`config.mk`:
```
export PLATFORM = sky130hd
export DESIGN_NAME = ascii_adder_seq
export DESIGN_NICKNAME = d
export VERILOG_FILES = /design/src/rtl/ascii_adder_pkg.sv /design/src/rtl/ascii_digit_chk.sv /design/src/rtl/ascii_adder_seq.sv
export SDC_FILE = /design/constraint.sdc
export NUM_CORES = 1
export LEC_CHECK = 0
export ABC_AREA = 1
export ABC_CLOCK_PERIOD_IN_PS = 3500
export BUFFER_PORTS_ARGS = -buffer_cell sky130_fd_sc_hd__buf_2
export CORE_MARGIN = 2
export CORE_UTILIZATION = 38
export CTS_BUF_LIST = sky130_fd_sc_hd__clkbuf_8
export CTS_CLUSTER_DIAMETER = 50
export CTS_CLUSTER_SIZE = 12
export DETAILED_ROUTE_END_ITERATION = 8
export GPL_TIMING_DRIVEN = 1
export PLACE_DENSITY = 0.58
export SLEW_MARGIN = 20
export SYNTH_ARGS = -nofsm -noshare
export SYNTH_HDL_FRONTEND = slang
export SYNTH_SLANG_ARGS = --single-unit
```
`constraint.sdc`:
```
create_clock -name clk -period 3.5 [get_ports clk]
set_clock_uncertainty 0.1 [all_clocks]
set_input_delay 0.35 -clock clk [delete_from_list [all_inputs] [get_ports clk]]
set_output_delay 0.35 -clock clk [all_outputs]
set_load 0.1 [all_outputs]
```
`src/rtl/ascii_adder_pkg.sv`:
```
// Shared types and constants for the ASCII adder sequencer.
// Build option: ZERO_SUPPRESS_EN drops a leading '0' carry character.
package ascii_adder_pkg;

  localparam logic [6:0] ASCII_ZERO = 7'h30;
  localparam logic [6:0] ASCII_NINE = 7'h39;

  typedef enum logic [1:0] {
    RX     = 2'd0,
    SETTLE = 2'd1,
    TX     = 2'd2
  } state_t;

  localparam logic [1:0] TX_C = 2'd0;
  localparam logic [1:0] TX_D = 2'd1;
  localparam logic [1:0] TX_U = 2'd2;

  function automatic logic [6:0] sel_char(
    input logic [1:0] i,
    input logic [6:0] c,
    input logic [6:0] d,
    input logic [6:0] u
  );
    logic [6:0] r;
    r = u;
    unique case (i)
      TX_C:    r = c;
      TX_D:    r = d;
      default: r = u;
    endcase
    return r;
  endfunction

endpackage

```
`src/rtl/ascii_digit_chk.sv`:
```
// Combinational ASCII decimal digit detector.
// Flags characters '0'..'9'.
module ascii_digit_chk
  import ascii_adder_pkg::*;
(
  input  logic [6:0] ch,
  output logic       is_digit
);

  assign is_digit = (ch >= ASCII_ZERO) && (ch <= ASCII_NINE);

endmodule

```
`src/rtl/ascii_adder_seq.sv`:
```
// Sequencer: collects four ASCII digits, waits for the adder, streams result.
// Build option: ZERO_SUPPRESS_EN skips a '0' carry character on output.
module ascii_adder_seq
  import ascii_adder_pkg::*;
#(
  parameter int SETTLE_CYCLES = 2,
  parameter int CNT_W         = 4
) (
  input  logic       clk,
  input  logic       rst,
  input  logic       in_valid,
  output logic       in_ready,
  input  logic [6:0] in_data,
  output logic [6:0] op_ad,
  output logic [6:0] op_au,
  output logic [6:0] op_bd,
  output logic [6:0] op_bu,
  input  logic [6:0] res_yc,
  input  logic [6:0] res_yd,
  input  logic [6:0] res_yu,
  output logic       out_valid,
  input  logic       out_ready,
  output logic [6:0] out_data,
  output logic       busy,
  output logic       err
);

  localparam logic [CNT_W-1:0] CNT_LAST = CNT_W'(SETTLE_CYCLES - 1);

  state_t           state;
  logic [1:0]       idx;
  logic [1:0]       tx_idx;
  logic [CNT_W-1:0] cnt;
  logic [6:0]       buf_ad;
  logic [6:0]       buf_au;
  logic [6:0]       buf_bd;
  logic [6:0]       rs_c;
  logic [6:0]       rs_d;
  logic [6:0]       rs_u;
  logic             in_dig;
  logic [1:0]       tx_first;
  logic [1:0]       tx_nxt;

  ascii_digit_chk u_chk (
    .ch       (in_data),
    .is_digit (in_dig)
  );

  assign in_ready = (state == RX);
  assign tx_nxt   = tx_idx + 2'd1;

`ifdef ZERO_SUPPRESS_EN
  assign tx_first = (res_yc == ASCII_ZERO) ? TX_D : TX_C;
`else
  assign tx_first = TX_C;
`endif

  always_ff @(posedge clk or posedge rst) begin
    if (rst) begin
      state     <= RX;
      idx       <= 2'd0;
      tx_idx    <= TX_C;
      cnt       <= '0;
      buf_ad    <= ASCII_ZERO;
      buf_au    <= ASCII_ZERO;
      buf_bd    <= ASCII_ZERO;
      op_ad     <= ASCII_ZERO;
      op_au     <= ASCII_ZERO;
      op_bd     <= ASCII_ZERO;
      op_bu     <= ASCII_ZERO;
      rs_c      <= ASCII_ZERO;
      rs_d      <= ASCII_ZERO;
      rs_u      <= ASCII_ZERO;
      out_valid <= 1'b0;
      out_data  <= ASCII_ZERO;
      busy      <= 1'b0;
      err       <= 1'b0;
    end else begin
      err <= 1'b0;
      unique case (state)
        RX: begin
          if (in_valid) begin
            if (!in_dig) begin
              err <= 1'b1;
              idx <= 2'd0;
            end else begin
              idx <= idx + 2'd1;
              unique case (idx)
                2'd0: buf_ad <= in_data;
                2'd1: buf_au <= in_data;
                2'd2: buf_bd <= in_data;
                2'd3: begin
                  op_ad <= buf_ad;
                  op_au <= buf_au;
                  op_bd <= buf_bd;
                  op_bu <= in_data;
                  cnt   <= '0;
                  busy  <= 1'b1;
                  state <= SETTLE;
                end
              endcase
            end
          end
        end
        SETTLE: begin
          if (cnt == CNT_LAST) begin
            rs_c   <= res_yc;
            rs_d   <= res_yd;
            rs_u   <= res_yu;
            tx_idx <= tx_first;
            state  <= TX;
          end else begin
            cnt <= cnt + 1'b1;
          end
        end
        TX: begin
          // First TX cycle only presents the character; later ones advance.
          if (!out_valid) begin
            out_valid <= 1'b1;
            out_data  <= sel_char(tx_idx, rs_c, rs_d, rs_u);
          end else if (out_ready) begin
            if (tx_idx == TX_U) begin
              out_valid <= 1'b0;
              busy      <= 1'b0;
              idx       <= 2'd0;
              state     <= RX;
            end else begin
              tx_idx   <= tx_nxt;
              out_data <= sel_char(tx_nxt, rs_c, rs_d, rs_u);
            end
          end
        end
        default: state <= RX;
      endcase
    end
  end

endmodule

```
# Word-level counts from Yosys, hierarchy flattened
# Cells that the tools add are included.
# W data, S select, Z words.
# word_totals
output_inout_bits,39
elab_cells,101
inputBits,32
reg_bits,90
# classes
order_cmp,2
n_reduce_logical,19
n_eq_ne,20
muxes,39
n_addsub,3
# op_table
cell,n
$pmux W7 S2,2
$mux W2,13
$mux W7,3
$mux W4,4
$ne A2 B2 Y1 const B,8
$reduce_and A4 Y1,4
$reduce_and A5 Y1,3
$reduce_and A7 Y1,2
$mux W1,12
$eq A2 B1 Y1 const B,4
$eq A2 B2 Y1 const B,4
$logic_not A2 Y1,4
$pmux W2 S2,2
$pmux W4 S2,1
$ge A7 B6 Y1 const B,1
$le A7 B6 Y1 const B,1
$ne A2 B1 Y1 const B,3
$pmux W2 S3,1
$reduce_bool A2 Y1,3
$add A2 B1 Y2 const B,2
$add A4 B1 Y4 const B,1
$eq A4 B1 Y1 const B,1
$reduce_and A3 Y1,1
$pmux W1 S2,1
other kinds (2),2

# Depth between registers and ports, before layout
# logic_depth
word_depth,6
ltp_mapped,11
mapped_depth_nobuf,10

# Modules after synthesis
# From an unflattened synthesis, not the netlist that was laid out.
# unflattened
cells_unflattened,507
hier_area_um2,4211.5
# by_module_without_submodules
mod,area_each_um2,cells_each,instances,seq_area_each_um2
ascii_adder_seq,4187.8,501,1,2279.7
ascii_digit_chk,23.8,6,1,0.0

# Worst setup path before layout
# No wires, ideal clock.
# synth_timing
kind,register to register
startpoint,register out_valid
endpoint,register tx_idx[0]
path_slack_ps,1424
path_buffers,0
t_arrival_ps,1859
path_stages_with_launch,6
t_required_ps,3283
path_cell_list,dfrtp_1 clkinv_1 o21ai_0 nand3_1 nand2_1 nand2_1
# synth_between
elab_chain_cells,2
# synth_lines
element,line_no,text
start: declaration,ascii_adder_seq.sv:21,"output logic out_valid,"
start signal: assignment,ascii_adder_seq.sv:74,out_valid <= 1'b0;
start signal: assignment,ascii_adder_seq.sv:119,out_valid <= 1'b1;
start signal: assignment,ascii_adder_seq.sv:123,out_valid <= 1'b0;
$ne A2 B2 Y1 (no source line),n/a,
$reduce_and A5 Y1 (no source line),n/a,
end signal: assignment,ascii_adder_seq.sv:110,tx_idx <= tx_first;
end signal: assignment,ascii_adder_seq.sv:128,tx_idx <= tx_nxt;
end: declaration,ascii_adder_seq.sv:32,logic [1:0] tx_idx;
# No other way between the ends.
# A chain may end at the register's enable or synchronous reset.

# Final worst setup path
# layout_timing
startpoint,register idx[0]
endpoint,register op_bu[6]
# layout_between
elab_chain_cells,2
# layout_lines
element,line_no,text
start: declaration,ascii_adder_seq.sv:31,logic [1:0] idx;
start signal: assignment,ascii_adder_seq.sv:87,idx <= idx + 2'd1;
$eq A2 B2 Y1,ascii_adder_seq.sv:88,unique case (idx)
$reduce_and A4 Y1 (no source line),n/a,
end signal: assignment,ascii_adder_seq.sv:96,op_bu <= in_data;
end: declaration,ascii_adder_seq.sv:17,"output logic [6:0] op_bu,"
# No other way between the ends.

==> results.md <==
- The distinct cell type count after synthesis is 30.
- The top cell type by area accounts for 39.3% of the synthesized area.
- The final-layout setup total negative slack is 0 ns.
- The placer's final routability congestion estimate is 0.763.
- The data required time of the worst path is 3.65 ns.
- Global routing finished with a remaining overflow of 0.
- The area of all placed cells without fillers is 4950 um2.
- After synthesis, the cell types taking the most area are sky130_fd_sc_hd__dfrtp_1 39%, sky130_fd_sc_hd__nand2_1 18%, sky130_fd_sc_hd__dfstp_2 13%.
- The via count of the first global-routing pass is 3240.
- Measured on the finished design, the core utilization comes to 45.1%.
- The initial standard-cell utilization of the core is 39.4%.
- The wire length of the first global-routing pass is 15600 um.
- The worst hold slack after final layout is 0.00997 ns.
- The number of warnings printed during yosys synthesis is 0.
- The number of max-slew violations in the final report is 0.
- Of the cells placed in the final design, the portion with a size suffix greater than 1 is 24.8%.
- For this run, the total global-route usage over all layers was measured as 15.6%.
- Total power for the finished layout comes to 1.92 mW.
- The startpoint of the worst setup timing path is idx[0].
- Per report_power, the combinational group accounts for 5.4% of the total.
- At the pin with the least slew margin, the transition time is 0.825 ns.
- The number of clock buffers added by TritonCTS is 9.
- The area added between synthesis and finish is 14.5%.
- The flop and latch count out of synthesis is 90.
- After legalization and detailed placement, the total HPWL measured 6370 um.
- The number of endpoints with negative hold slack in the final report is 0.
- The share of total power dissipated in sequential elements is 56.3%.
- In this run, post-CTS repair resized a total of 0 instances.
- After floorplanning, the core was sized to cover 11000 um2.
- The maximum vdd drop is 0.213 mV.
- The count of antenna-violating nets left after detailed routing is 0.
- Setup violations remaining at the end of the flow were counted as 0.
- In the routed layout, each cell is associated on average with a via count of 4.64.
- Entering global routing, the biggest net connects 48 pins.
- Of all cell types, the one taking the most synthesized area is sky130_fd_sc_hd__dfrtp_1.
- The quantity of hold-fixing buffers added after cts is 0.
- The die covers 12300 um2.
- The max-slew headroom at the worst pin is 45.0%.
- STA puts the critical path data arrival time at 2.16 ns.
- After detailed routing, the number of remaining DRC violations is 0.
- Of the total power, the share spent switching nets is 24.3%.
- The worst hold path belongs to the class in -> async.
- The total number of H-tree levels is 3.
- The later pin in the worst-skew pair is clocked with a latency of 0.37 ns.
- After clock tree synthesis, the clock-pin slew on the worst setup and hold paths is 0.09 ns.
- The analysis attributes to cell leakage a power of 2.81 nW.
- The number of antenna violations at the first check in global routing came to 0.
- Wire segments on met3 add up to 401 um in the final route.
- Input and output buffers added on the ports amount to 70.
- The reported net switching power is 0.466 mW.
- The iteration-0 DRC count of the detailed router is 227.
- For this block, the routed nets add up to 9140 um of wire.
- The number of instances in the synthesized netlist is 513.
- For this run, the detailed router's first-pass iteration total came to 4.
- Setup repair after global routing left no endpoint under its margin.
- The count of inserted antenna diode cells is 0.
- The floorplan row count is 38.
- In this run the deepest clock path goes through 2 buffers.
- TritonCTS built the clock tree.
- The run finished with clean final reports.
- The category of the worst setup path capture point is a register.
- The most common library cell in the layout ignoring fill and taps is sky130_fd_sc_hd__nand2_1.
- The post-place instance area is 4750 um2.
- The origin of the critical flop-to-flop path is idx[0].
- After synthesis the cells add up to 4330 um2.
- The die outline height is 111 um.
- For this run, the top clock speed supported by timing is 499 MHz.
- The clock root buffer is sky130_fd_sc_hd__clkbuf_8.
- Pin placement for this block handled 71 I/O pins.
- For this run, the register share of the synthesized area comes to 52.7%.
- From left edge to right edge, the die measures 111 um.
- After detailed routing, the met2 layer carries 4200 um of wire.
- Per report_power, the clock group accounts for 38.3% of the total.
- The largest driver fanout on the critical path is 43.
- Dividing the detail-routed wire length by the instance count gives 12.6 um.
- The total number of vias is 3362.
- The final critical delay including setup and external delays is 2.01 ns.
- STA classifies the critical path startpoint as a register.
- The final net count is 622.
- The number of sinks handled by clock tree synthesis is 90.
- Leaving out fill and tap cells, the most frequent cells in the layout are 207 x sky130_fd_sc_hd__nand2_1, 70 x sky130_fd_sc_hd__buf_2, 68 x sky130_fd_sc_hd__dfrtp_1.
- The buffers inserted during post-CTS setup optimization is 0.
- Signal routing reaches up to met4.
- The power per cell area is 387 nW/um2.
- Synthesis produced a netlist with a net count of 556.
- In the final routing, the length of wire on met1 measures 4380 um.
- The class of the most critical setup path is reg -> reg.
- The internal power summed over all cells is 1.45 mW.
- The max capacitance violation total is 0.
- The fraction of the cycle the final worst path needs is 57.3%.
- Each instance of the synthesized netlist takes up on average 8.43 um2.
[metal layers]
metal	vias to the layer above	track usage, %
met5	-	0
met4	0	5.58
met1	1562	21.3
met3	13	3.72
met2	74	24.4
li1	1713	-
[cell type report]
cell class | instances | area (um2)
Clock buffer | 10 | 138
Fill cell | 1109 | 6030
Tap cell | 140 | 175
Sequential cell | 90 | 2280
Clock inverter | 6 | 65.1
Multi-Input combinational cell | 347 | 1700
Inverter | 60 | 228
Timing Repair Buffer | 71 | 370
[Yosys cell counts]
| cell | count |
|---|---|
| sky130_fd_sc_hd__nor2_1 | 14 |
| sky130_fd_sc_hd__clkinv_1 | 1 |
| sky130_fd_sc_hd__buf_2 | 4 |
| sky130_fd_sc_hd__nor2_4 | 5 |
| sky130_fd_sc_hd__clkinv_2 | 1 |
| sky130_fd_sc_hd__inv_2 | 3 |
| sky130_fd_sc_hd__and2_1 | 1 |
| sky130_fd_sc_hd__nand2_2 | 6 |
| sky130_fd_sc_hd__dfstp_2 | 22 |
| sky130_fd_sc_hd__o21ai_2 | 10 |
| sky130_fd_sc_hd__buf_4 | 3 |
| sky130_fd_sc_hd__inv_1 | 55 |
| sky130_fd_sc_hd__or2_2 | 3 |
| sky130_fd_sc_hd__o21bai_4 | 1 |
| sky130_fd_sc_hd__a21oi_1 | 18 |
| sky130_fd_sc_hd__nand2_4 | 1 |
| sky130_fd_sc_hd__nand3_4 | 2 |
| sky130_fd_sc_hd__clkbuf_2 | 1 |
| sky130_fd_sc_hd__dfrtp_1 | 68 |
| sky130_fd_sc_hd__nand2_1 | 207 |
| sky130_fd_sc_hd__ha_1 | 11 |
| sky130_fd_sc_hd__nand3_1 | 44 |
| sky130_fd_sc_hd__nand4_1 | 3 |
| sky130_fd_sc_hd__a21oi_2 | 2 |
| sky130_fd_sc_hd__buf_6 | 6 |
| sky130_fd_sc_hd__o21ai_0 | 14 |
| sky130_fd_sc_hd__o21ai_1 | 3 |
| sky130_fd_sc_hd__clkbuf_1 | 2 |
| sky130_fd_sc_hd__nor2_2 | 1 |
| sky130_fd_sc_hd__nor2_8 | 1 |
[power groups by stage]
stage | registers [mW] | clock network (mW) | logic [mW]
final | 1.08 | 0.734 | 0.103
after detailed placement | 1.10 | 0 | 0.105
after floorplan | 1.10 | 0 | 0.0582
after CTS | 1.08 | 0.756 | 0.106
after global routing | 1.08 | 0.806 | 0.119
after global placement | 1.10 | 0 | 0.102
[critical path, stage by stage, from the launching register on]
cell	delay (ns)
sky130_fd_sc_hd__dfrtp_1	0.41
sky130_fd_sc_hd__ha_1	0.17
sky130_fd_sc_hd__nand2_1	0.12
sky130_fd_sc_hd__nor2_8	0.28
sky130_fd_sc_hd__nand3_4	0.46
sky130_fd_sc_hd__and2_1	0.32
[cells by family after synthesis]
kind of cell               count (synthesis)  synth area share, %
adders and majority gates                 11                 3.18
AOI/OAI and AO/OA                         48                 6.91
buffers and inverters                     76                 8.07
DFF                                       90                 52.7
and+or+nand+nor                          288                 29.1
[through the flow]
step,std cells,setup slack [ns]
global placement,708,1.55
CTS,724,1.45
floorplan,513,0.751
finish,724,1.49
detailed placement,708,1.48
global route,724,1.35
[path summary, 6_finish.rpt]
check                      depth (start not counted)  slack, ns     endpoint
setup / recovery                                   5       1.49     op_bu[6]
hold / removal                                     2       0.01     op_bu[6]
setup reg to reg                                   5       1.49     op_bu[6]
hold reg to reg                                    2       0.36     op_bu[4]
max in group asynchronous                          3       2.54  out_data[5]
min in group clk                                   3       0.08      rs_c[4]
Power figures use the tool's default switching activity.
